`src/rtl/rv_iommu_ddtp_fence_ctrl.sv`:
```
// DDTP rewrite quiesce sequencer: block new requests, drain, flush the IOATC, then report idle.
// Optional drain watchdog is compiled in with IOMMU_FENCE_TIMEOUT_EN.
module rv_iommu_ddtp_fence_ctrl #(
  parameter int unsigned OUTSTANDING_W  = 6,
  parameter int unsigned TIMEOUT_CYCLES = 1024
) (
  input  logic                     clk,
  input  logic                     rst_n,
  input  logic                     stall_req_i,
  input  logic                     req_issue_i,
  input  logic                     req_complete_i,
  input  logic                     pgwk_busy_i,
  input  logic                     flush_ack_i,
  output logic                     block_o,
  output logic                     flush_req_o,
  output logic                     idle_o,
  output logic [OUTSTANDING_W-1:0] outstanding_o,
  output logic                     cnt_err_o,
  output logic                     timeout_o
);

  typedef enum logic [1:0] {
    S_IDLE  = 2'd0,
    S_DRAIN = 2'd1,
    S_FLUSH = 2'd2,
    S_DONE  = 2'd3
  } state_e;

  localparam logic [OUTSTANDING_W-1:0] CNT_MAX  = '1;
  localparam logic [OUTSTANDING_W-1:0] CNT_ZERO = '0;
  localparam logic [OUTSTANDING_W-1:0] CNT_ONE  = {{(OUTSTANDING_W-1){1'b0}}, 1'b1};

  state_e                   r_state;
  logic [OUTSTANDING_W-1:0] r_count;
  logic [OUTSTANDING_W-1:0] w_countNext;
  logic                     w_inc;
  logic                     w_dec;
  logic                     w_ovf;
  logic                     w_unf;
  logic                     w_drained;
  logic                     w_wdogFire;

  assign w_inc = req_issue_i & ~req_complete_i;
  assign w_dec = req_complete_i & ~req_issue_i;

  // Saturating in-flight count; a clamped step is a protocol error, not a wrap.
  always_comb begin
    w_countNext = r_count;
    w_ovf       = 1'b0;
    w_unf       = 1'b0;
    if (w_inc) begin
      if (r_count == CNT_MAX) w_ovf = 1'b1;
      else                    w_countNext = r_count + CNT_ONE;
    end else if (w_dec) begin
      if (r_count == CNT_ZERO) w_unf = 1'b1;
      else                     w_countNext = r_count - CNT_ONE;
    end
  end

  always_ff @(posedge clk or negedge rst_n) begin
    if (!rst_n) begin
      r_count   <= CNT_ZERO;
      cnt_err_o <= 1'b0;
    end else begin
      r_count <= w_countNext;
      if (w_ovf || w_unf) cnt_err_o <= 1'b1;
    end
  end

  assign outstanding_o = r_count;

  // An issue in the exit cycle blocks the exit even when a matching completion keeps the count at zero.
  assign w_drained = (w_countNext == CNT_ZERO) && !pgwk_busy_i && !req_issue_i;

`ifdef IOMMU_FENCE_TIMEOUT_EN
  localparam int unsigned WDOG_W = $clog2(TIMEOUT_CYCLES + 1);

  logic [WDOG_W-1:0] r_wdog;
  logic              r_timeout;

  assign w_wdogFire = (r_state == S_DRAIN) && (r_wdog == WDOG_W'(TIMEOUT_CYCLES - 1));

  always_ff @(posedge clk or negedge rst_n) begin
    if (!rst_n) begin
      r_wdog    <= '0;
      r_timeout <= 1'b0;
    end else begin
      if (r_state != S_DRAIN) r_wdog <= '0;
      else                    r_wdog <= r_wdog + 1'b1;
      if (w_wdogFire && stall_req_i && !w_drained) r_timeout <= 1'b1;
    end
  end

  assign timeout_o = r_timeout;
`else
  assign w_wdogFire = 1'b0;
  assign timeout_o  = 1'b0;
`endif

  always_ff @(posedge clk or negedge rst_n) begin
    if (!rst_n) begin
      r_state     <= S_IDLE;
      block_o     <= 1'b0;
      flush_req_o <= 1'b0;
      idle_o      <= 1'b0;
    end else begin
      case (r_state)
        S_IDLE: begin
          if (stall_req_i) begin
            r_state <= S_DRAIN;
            block_o <= 1'b1;
          end
        end
        S_DRAIN: begin
          if (!stall_req_i) begin
            r_state <= S_IDLE;
            block_o <= 1'b0;
          end else if (w_drained || w_wdogFire) begin
            r_state     <= S_FLUSH;
            flush_req_o <= 1'b1;
          end
        end
        // Once requested, the flush always completes even if the stall is withdrawn.
        S_FLUSH: begin
          if (flush_ack_i) begin
            flush_req_o <= 1'b0;
            if (stall_req_i) begin
              r_state <= S_DONE;
              idle_o  <= 1'b1;
            end else begin
              r_state <= S_IDLE;
              block_o <= 1'b0;
            end
          end
        end
        S_DONE: begin
          if (!stall_req_i) begin
            r_state <= S_IDLE;
            block_o <= 1'b0;
            idle_o  <= 1'b0;
          end
        end
        default: begin
          r_state     <= S_IDLE;
          block_o     <= 1'b0;
          flush_req_o <= 1'b0;
          idle_o      <= 1'b0;
        end
      endcase
    end
  end

endmodule

```
`config.mk`:
```
export PLATFORM = sky130hd
export DESIGN_NAME = rv_iommu_ddtp_fence_ctrl
export DESIGN_NICKNAME = d
export VERILOG_FILES = /design/src/rtl/rv_iommu_ddtp_fence_ctrl.sv
export SDC_FILE = /design/constraint.sdc
export NUM_CORES = 1
export LEC_CHECK = 0
export ABC_CLOCK_PERIOD_IN_PS = 5500
export BUFFER_PORTS_ARGS = -buffer_cell sky130_fd_sc_hd__buf_4
export CORE_UTILIZATION = 45
export CTS_CLUSTER_DIAMETER = 80
export DETAILED_ROUTE_END_ITERATION = 10
export PLACE_DENSITY = 0.66
export SLEW_MARGIN = 20
export SYNTH_ARGS = -nofsm -noshare
export SYNTH_HDL_FRONTEND = slang
export SYNTH_SLANG_ARGS = --single-unit
```
`constraint.sdc`:
```
create_clock -name clk -period 5.5 [get_ports clk]
set_input_delay 0.55 -clock clk [delete_from_list [all_inputs] [get_ports clk]]
set_output_delay 0.55 -clock clk [all_outputs]
set_load 0.02 [all_outputs]
```
==> impl_results.md, run 1 <==
* Synthesized cell area at roughly 870 um2
* Grt total ovfl at 0
* Worst Reg-to-Reg Cells at 8
* Die area at between 2000 and 2500 um2
* Slew @ Worst Pin at 0.5950 ns
* DR iter-0 viols at 44
* Syn Nets at about 110
* Max FO, Critical Path at 9
* FP Rows at 15
* Initial antenna violation count at 0
* Worst r2r src: outstanding_o[1]$_DFF_PN0_
* Power per cell area at 462.0 nW/um2
* Period utilization at 0.4896
* Multi-input logic area at 521.8 um2
* Number of global-route vias before repair at approximately 630
* Clock latency on the worst-skew pair at roughly 0.27 ns
* Outcome: finished clean
* CTS resizes at 0
* Pin count of the biggest net entering global routing at 15
* Die span in y at 45.90 um
* Residual DRC at 0
* GP Congestion at just over 0.9
* Reg power frac at 0.375
* Critical path type: reg -> reg
* Ys flop type: dfrtp_1
* Mean number of vias per cell at 6.007
* Post-synth EDFFs at 0
* Worst r2r dst: r_state[0]$_DFFE_PN0P_
* Register bit total from synthesis at 12
* Nets@finish at about 120
* Delay-heaviest family, CP: simple AND/OR/NAND/NOR gates
* Total Wirelength at slightly below 2000 um
* CTS sink count at 12
* Fin crit period at 2.693 ns
* Storage cell area at roughly 300 um2
* CTS HTree Levels at 1
* Worst rel slew slack at 0.5983
* Area grow syn2layout at 17.46%
* Critical path startpoint category: flip-flop
* Slowest CP cell: or4_4
* Sw Share at 0.4670
* Num ports at 18
* Antenna cell count at 0
* Root Buffer: clkbuf_4
* CP Buf/Inv Count at 1
* MaxCap Viol Count at 0
* Die W at ~46 um
* Share of post-route cells with drive strength above 1 at 0.2232
* Reg2reg setup slack at roughly 2.8 ns
* Worst hold slack at 0.1049 ns
* Max clock buf depth at 2
* Setup crit end kind: flip-flop
* Initial core utilization at 0.4915
* DRT Pass-1 Iters at 4
* CTS tree: built
* Fill cells at 175
* Sequential area share after synthesis at 0.3463
* Post-placement cell count at 134
* Logic pwr share at 0.511
* Synth warn at 0
* Detail Route Antenna Nets at 0
* Unrepaired setup endpoints after global routing: false
* Core area at 1764 um2
* Psw at between 200 and 250 uW
* Distinct cells, synth at 43
* Clock buffer count from CTS at 3
* Final hold violation count at 0
* PortBufs at 16
* Clk pwr share at 0.114
* CP Data Arrival Time at 2.85 ns
* Cell repeated most along the worst path: o21ai_0
* Async SR Flop Fraction at 1.000
* Int Power at 250.8 uW
* CTS clk-pin slew, worst paths at roughly 0.07 ns
* Tot GR Track Use at 0.2049
* Syn Inst Count at 97
* Slew Limit Fails at 0
* Postcts setup bufs at 0
* Setup-failing EPs final at 0
* Leak at 0.4461 nW
* Post-detail-place hpwl at about 1400 um
* CP max stage delay at approximately 0.53 ns
* Worst min-delay path class: in -> async
* Data required, critical path at 5.66 ns
* Skew final at between 0.004 and 0.005 ns
* CTS Hold Buffers Added at 0
* Critical-path cell list: inv_1 -> ha_1 -> or4b_4 -> o21ai_0 -> o21ai_0 -> xnor2_1 -> or4_4 -> o21a_1
* Post-Syn Area per Cell at between 8 and 9 um2
* Global-route wire length before repair at approximately 3000 um
* Final Util at 0.5773
* Setup TNS at 0 ns
* Post-route insts no fill at 137
* Routed vias at 823
* Peak supply drop at about 0.00028 V
* WL/cell at ~14 um
* FMAX at about 0.37 GHz
## state kept, by name, indices dropped and copies added, names as in the netlist
| name | flops |
|---|---|
| outstanding_o | 6 |
| r_state | 2 |
| block_o | 1 |
| cnt_err_o | 1 |
| flush_req_o | 1 |
| idle_o | 1 |
## stage by stage
stage / cell area (um2) / total power [mW] / setup slack, ns
floorplan: 867.1 / 0.3318 / 2.940
finish: 1018 / 0.4706 / 2.807
global route: 1018 / 0.5024 / 2.678
global placement: 996.0 / 0.4162 / 2.856
CTS: 1018 / 0.4699 / 2.806
detailed placement: 996.0 / 0.4154 / 2.841
## routing by layer
metal / vias to the layer above / share of wire / global-route usage
met5: - / 0 / 0
met4: 0 / 0 / 0.04118
met3: 0 / 0.048 / 0.05952
met2: 23 / 0.45 / 0.2817
met1: 403 / 0.50 / 0.3137
li1: 397 / - / -
## power by group through the flow
stage                     Combinational, mW  Sequential, mW  Clock, mW
final                                 0.241           0.176     0.0537
after global routing                  0.260           0.183     0.0589
after CTS                             0.239           0.176     0.0553
after detailed placement              0.237           0.178          0
after global placement                0.241           0.175          0
after floorplan                       0.139           0.193          0
## final cells by class
| type | count | share of cell area |
|---|---|---|
| Clock buffer | 3 | 0.02211 |
| Inverter | 6 | 0.02211 |
| Multi-Input combinational cell | 75 | 0.5123 |
| Sequential cell | 12 | 0.2948 |
| Tap cell | 25 | 0.03071 |
| Timing Repair Buffer | 16 | 0.1179 |
## synthesized netlist by cell type, types with 3 or more instances
| cell | n | area, um2 |
|---|---|---|
| a211o_1 | 3 | 26.28 |
| dfrtp_1 | 12 | 300.3 |
| ha_1 | 3 | 37.54 |
| inv_1 | 6 | 22.52 |
| nand2_1 | 6 | 22.52 |
| nand3_1 | 7 | 35.03 |
| nand4_1 | 3 | 18.77 |
| nor2_1 | 6 | 22.52 |
| nor2b_1 | 3 | 18.77 |
| o21ai_0 | 6 | 30.03 |
## layout by cell type (no fill, tap or decap), types with 3 or more instances in the layout
cell      Yosys  final
nand2_1       6      6
clkbuf_4      0      3
buf_4         2     16
nand4_1       3      3
inv_1         6      6
ha_1          3      3
nand3_1       7      7
o21ai_0       6      6
nor2b_1       3      3
nor2_1        6      6
a211o_1       3      3
dfrtp_1      12     12
## logic make-up (layout without fill, tap and decap cells)
| logic type | Yosys count | in the layout | share of synthesized area |
|---|---|---|---|
| multiplexers | 2 | 2 | 0.02453 |
| flip-flops | 12 | 12 | 0.3463 |
| AND/OR/NAND/NOR | 43 | 43 | 0.3175 |
| adder cells (fa/ha/maj) | 3 | 3 | 0.04329 |
| buffers and inverters | 10 | 25 | 0.05194 |
| AO/OA/AOI/OAI | 25 | 25 | 0.2020 |
| XOR/XNOR | 1 | 1 | 0.01010 |
| other | 1 | 1 | 0.004325 |
## worst max-delay path by stage
stage | slack, ns | cells after the start | endpoint | start
floorplan | 2.94 | 8 | r_state[0]$_DFFE_PN0P_ | outstanding_o[0]$_DFF_PN0_
global placement | 2.86 | 8 | r_state[0]$_DFFE_PN0P_ | outstanding_o[1]$_DFF_PN0_
detailed placement | 2.84 | 8 | r_state[0]$_DFFE_PN0P_ | outstanding_o[1]$_DFF_PN0_
CTS | 2.81 | 8 | r_state[0]$_DFFE_PN0P_ | outstanding_o[1]$_DFF_PN0_
global route | 2.68 | 8 | r_state[0]$_DFFE_PN0P_ | outstanding_o[1]$_DFF_PN0_
finish | 2.81 | 8 | r_state[0]$_DFFE_PN0P_ | outstanding_o[1]$_DFF_PN0_
No activity file was read; power rests on OpenSTA's default activity.
==> inputs of run 2 (changes only) <==
Settings changed: ABC_AREA set to 1, ABC_CLOCK_PERIOD_IN_PS 5500 to 2330, PLACE_DENSITY 0.66 to 0.68.
Clock period 5.5 ns to 2.33 ns, I/O delays scaled along.
==> run 2 against run 1 <==
- die area rose by 3.5%
- utilization rose by 2.1 points
- global-route usage rose by 2.4 points
- power rose to 2.8 times the previous value
- maximum frequency rose by 42%
- critical path depth rose by 5
- routed wire length rose by 6.5%
- clock power rose to 3.0 times the previous value
- cell count rose by 26%
- worst hold slack improved by 0.14 ns
- via count rose by 10%
==> impl_results.md, run 2 <==
* Logic pwr share at 0.531
* WL/cell at around 12 um
* Most instantiated library cell after synthesis: nand2_1
* Leak at ~0.55 nW
* Peak supply drop at between 0.0008 and 0.0009 V
* Total Wirelength at 2061 um
* Root Buffer: clkbuf_4
* Setup crit end kind: flip-flop
* Setup-failing EPs final at 0
* Synth area leaders: dfrtp_1, nand2_1, nand3_1, inv_1, ha_1
* Pin count of the biggest net entering global routing at 13
* Reg power frac at 0.346
* Grt total ovfl at 0
* GP Congestion at between 0.8 and 0.9
* Multi-input logic area at between 500 and 600 um2
* Synthesized cell area at 898.4 um2
* DRT Pass-1 Iters at 5
* Top layer used by detailed routing: met4
* Initial antenna violation count at 0
* CTS sink count at 12
* DR iter-0 viols at 20
* Sw Share at 0.4962
* Residual DRC at 0
* FMAX at 0.5282 GHz
* Clk pwr share at 0.124
* Commonest non-fill, non-tap cell in the layout: nand2_1
* FP Rows at 15
* Int Power at ~660 uW
* Tot GR Track Use at 0.2287
* Clock latency on the worst-skew pair at 0.28 ns
* Worst min-delay path class: in -> reg
* Outcome: finished clean
* Routed vias at between 900 and 1,000
* Max clock buf depth at 2
* Num ports at 18
* Final hold violation count at 0
* Unrepaired setup endpoints after global routing: false
* Sequential area share after synthesis at 0.3343
* Detail Route Antenna Nets at 0
* Post-detail-place hpwl at ~1700 um
* Async SR Flop Fraction at 1.000
* DR WL met2 at between 900 and 1000 um
* Skew final at 0.004709 ns
* Synth warn at 0
* Area grow syn2layout at 19.92%
* Synth top area share at 0.3343
* Postcts setup bufs at 0
* Mean number of vias per cell at roughly 5.3
* Antenna cell count at 0
* Max FO, Critical Path at 6
* Max FFs per register at 6
* Share of post-route cells with drive strength above 1 at 0.2585
* Fill cells at between 150 and 200
* Total power at between 1 and 1.5 mW
* Core area at approximately 1800 um2
* CP Data Arrival Time at between 2 and 2.5 ns
* Post-Syn Area per Cell at 7.018 um2
* Setup TNS at 0 ns
* Metal3 WL at 121 um
* Storage cell area at between 300 and 400 um2
* Die W at 46.68 um
* Nets@finish at ~160
* CTS tree: built
* Syn Inst Count at 128
* Distinct cells, synth at 23
* CTS clk-pin slew, worst paths at 0.07 ns
* Die area at between 2000 and 2500 um2
* Global-route wire length before repair at between 3000 and 4000 um
* Most frequent cells in the layout: nand2_1, nand3_1, buf_4
* Synth cell count leaders: nand2_1, nand3_1, inv_1
* Largest area contributor in the netlist: dfrtp_1
* MaxCap Viol Count at 0
* Data required, critical path at approximately 2.5 ns
* Metal-1 WL at 992 um
* CTS HTree Levels at 1
* Ys flop type: dfrtp_1
* Psw at between 600 and 700 uW
* Number of global-route vias before repair at between 700 and 800
* Critical path startpoint category: flip-flop
* Clock buffer count from CTS at 3
* Fin crit period at approximately 1.9 ns
* Critical path type: reg -> reg
* Power per cell area at between 1000 and 1500 nW/um2
* Syn Nets at around 140
* Post-synth EDFFs at 0
* Register bit total from synthesis at 12
* Slew Limit Fails at 0
* Die span in y at roughly 47 um
* PortBufs at 16
* Period utilization at 0.8125
* Initial core utilization at 0.4986
-- run 2: worst paths after layout --
path	from	endpoint	slack, ns	cells past startpoint
worst max register to register	outstanding_o[0]$_DFF_PN0_	r_state[1]$_DFFE_PN0P_	0.44	13
worst min-delay path	stall_req_i	block_o$_DFFE_PN0P_	0.25	3
worst min register to register	block_o$_DFFE_PN0P_	block_o$_DFFE_PN0P_	0.50	2
worst max-delay path	outstanding_o[0]$_DFF_PN0_	r_state[1]$_DFFE_PN0P_	0.44	13
min in group asynchronous	rst_n	outstanding_o[4]$_DFF_PN0_	0.33	2
max in group asynchronous	rst_n	outstanding_o[0]$_DFF_PN0_	1.85	2
-- run 2: final cells by class --
class / count / area share
Multi-Input combinational cell: 97 / 0.4785
Sequential cell: 12 / 0.2787
Timing Repair Buffer: 17 / 0.1208
Inverter: 17 / 0.05923
Clock buffer: 4 / 0.03368
Tap cell: 25 / 0.02904
-- run 2: critical path, cell delays in order, from the launching register on --
cell and delay (ns):
dfrtp_1 0.45, inv_1 0.16, ha_1 0.21, nand3_2 0.12, nand2_2 0.10, nand2_1 0.05
nand2_1 0.07, nand2_2 0.07, nor3_2 0.21, nand3_1 0.11, nand2_2 0.09, nand2_1 0.05
nand2_1 0.05, nand2_1 0.05
-- run 2: metal layers --
layer  vias up  GRT usage
li1        458          -
met1       421     0.3207
met2        25     0.3333
met3         4    0.07059
met4         0    0.06857
met5         -          0
-- run 2: logic make-up (layout without fill, tap and decap cells) --
kind of cell / after synthesis / in the layout / share of synthesized area
fa+ha+maj: 3 / 3 / 0.04179
simple gates: 79 / 79 / 0.4290
flops: 12 / 12 / 0.3343
other cells: 1 / 1 / 0.004174
compound gates: 14 / 14 / 0.09888
buf+inv: 19 / 38 / 0.09192
-- run 2: power groups by stage --
stage / registers (mW) / clock network (mW) / logic [mW]
after floorplan: 0.500 / 0 / 0.412
after global placement: 0.448 / 0 / 0.682
after detailed placement: 0.456 / 0 / 0.691
after CTS: 0.451 / 0.168 / 0.694
after global routing: 0.471 / 0.177 / 0.774
final: 0.452 / 0.162 / 0.695
-- run 2: through the flow --
stage                     hold slack (ns)  setup slack (ns)    util  cells  area [um2]
final                              0.2485            0.4368  0.5979    172        1077
after global routing               0.2486            0.2322  0.5979    172        1077
after CTS                          0.2357            0.4370  0.5979    172        1077
after detailed placement          0.07811            0.4477  0.5722    167        1031
after global placement            0.07648            0.4800  0.5722    167        1031
after floorplan                  -0.06259            0.5767       -    128       898.4
-- run 2: repair_timing --
| item | CTS | global route |
|---|---|---|
| hold endpoints to repair | 12 | 0 |
| hold buffers | 1 | 0 |
| gates resized for setup | 0 | 0 |
==> inputs of run 3 (changes only) <==
Settings changed: ABC_CLOCK_PERIOD_IN_PS 2330 to 1900, PLACE_DENSITY 0.68 to 0.65.
Clock period 2.33 ns to 1.9 ns, I/O delays scaled along.
==> run 3 against run 2 <==
- global-route usage shrank 1.4 points
- critical path type unchanged
- via count grew 0.88%
- clock power grew 23%
- highest routed layer unchanged
- clock-buffer cell count is the same
==> impl_results.md, run 3 (synthesized netlist as in run 2, its figures left out) <==
* Outcome: finished clean
* Dpl cell area at about 1100 um2
* GP Congestion at roughly 0.9
* Mean number of vias per cell at 5.175
* Initial antenna violation count at 0
* Worst r2r src: outstanding_o[1]$_DFF_PN0_
* Max FO, Critical Path at 5
* Initial core utilization at 0.4986
* Hold Path Sink: r_state[0]$_DFFE_PN0P_
* Worst min-delay path class: in -> reg
* Grt total ovfl at 0
* WL/cell at between 10 and 15 um
* Critical-path cell list: inv_4 -> ha_4 -> nand3_4 -> nor2_4 -> nor2_2 -> nand2_1 -> nand2_2 -> nor3_4 -> nand3_1 -> nand2_2 -> nand2_1 -> nand2_1 -> nand2_1
* Num ports at 18
* Die span in y at 46.68 um
* CP Data Arrival Time at 1.95 ns
* Area grow syn2layout at 36.49%
* Leak at 0.5880 nW
* Pin count of the biggest net entering global routing at 13
* Most frequent cells in the layout: nand2_1, buf_4, nand3_1
* Slew Limit Fails at 0
* Clock latency on the worst-skew pair at ~0.28 ns
* FMAX at approximately 0.56 GHz
* Cell repeated most along the worst path: nand2_1
* DRT Pass-1 Iters at 4
* Core area at ~1800 um2
* Final hold violation count at 0
* Post-layout instance area at about 1200 um2
* Period utilization at 0.9317
* Hold Path Cell Cnt at 3
* Worst Reg-to-Reg Cells at 13
* Worst slack, placed at ~0.069 ns
* Global-route wire length before repair at about 3300 um
* Worst hold slack at 0.2062 ns
* Total power at 1.856 mW
* Nets@finish at 163
* Max clock buf depth at 2
* Fin crit period at approximately 1.8 ns
* Die area at 2179 um2
* FP Rows at 15
* Critical path startpoint category: flip-flop
* Data required, critical path at just over 2 ns
* MaxCap Viol Count at 0
* Root Buffer: clkbuf_4
* Critical path type: reg -> reg
* Clock buffer count from CTS at 3
* Detail Route Antenna Nets at 0
* CTS HTree Levels at 1
* Min-delay src: stall_req_i
* Setup-failing EPs final at 0
* Share of post-route cells with drive strength above 1 at 0.3882
* CTS tree: built
* Die W at between 40 and 50 um
* Antenna cell count at 0
* Reg2reg setup slack at ~0.13 ns
* Setup crit end kind: flip-flop
* Max FFs per register at 6
* Worst r2r dst: r_state[1]$_DFFE_PN0P_
* Skew final at 0.009143 ns
* Number of global-route vias before repair at 765
* Peak supply drop at about 0.0012 V
* DR iter-0 viols at 46
* CTS clk-pin slew, worst paths at 0.08 ns
* Total Wirelength at 2228 um
* Slowest CP cell: dfrtp_2
* PortBufs at 16
* Residual DRC at 0
* Commonest non-fill, non-tap cell in the layout: nand2_1
* CTS sink count at 12
* Power per cell area at 1514 nW/um2
* Tot GR Track Use at 0.2148
* Final worst-path setup slack at 0.1298 ns
* Routed vias at around 920
* Post-detail-place hpwl at between 1500 and 2000 um
* Worst Setup SP: outstanding_o[1]$_DFF_PN0_
* CP max stage delay at ~0.47 ns
## run 3: cell count changes in the layout (fill, tap and decap cells not counted), sizes merged
cell,change
buf,+5
## run 3: layout make-up
class	instances	area, um2
Fill cell	157	575.6
Sequential cell	12	304.0
Timing Repair Buffer	22	167.7
Clock buffer	4	36.28
Multi-Input combinational cell	97	618.1
Inverter	17	68.82
Tap cell	25	31.28
## run 3: repair_timing
item	4_1_cts	5_1_grt
setup buffers	0	2
hold endpoints to repair	12	0
hold buffers	1	0
resized for setup	0	27
endpoints found under the setup margin	0	2
## run 3: critical path: cells and delay by family (launching register included)
| kind | cells | cell delay, ns |
|---|---|---|
| and+or+nand+nor | 11 | 0.93 |
| adders and majority gates | 1 | 0.15 |
| DFF | 1 | 0.47 |
| buffers and inverters | 1 | 0.11 |
## run 3: through the flow
step / utilization / std cells / TNS [ns]
4_1_cts: 0.6104 / 175 / 0
2_1_floorplan: - / 128 / 0
5_1_grt: 0.6806 / 177 / -0.02397
3_5_place_dp: 0.5847 / 170 / 0
6_report: 0.6806 / 177 / 0
3_3_place_gp: 0.5847 / 170 / 0
## run 3: worst max-delay path by stage
stage / endpoint / slack [ns] / cells past startpoint
floorplan: r_state[1]$_DFFE_PN0P_ / 0.15 / 12
global route: r_state[1]$_DFFE_PN0P_ / -0.02 / 12
finish: r_state[1]$_DFFE_PN0P_ / 0.13 / 13
CTS: r_state[1]$_DFFE_PN0P_ / 0.06 / 13
global placement: r_state[1]$_DFFE_PN0P_ / 0.07 / 13
detailed placement: r_state[1]$_DFFE_PN0P_ / 0.07 / 13
## run 3: power by group
part	switching [mW]	total, mW	internal [mW]	leakage (nW)
sequential	0.170	0.543	0.374	0.146
combinational	0.657	1.11	0.456	0.421
clock	0.0832	0.200	0.117	0.0210
## run 3: metal layers
metal | routed length [um] | GRT usage | up-vias
met5 | 0 | 0 | -
met4 | 21 | 0.05714 | 0
met3 | 126 | 0.07059 | 4
met2 | 1057 | 0.2972 | 31
met1 | 1022 | 0.3158 | 409
li1 | - | - | 472
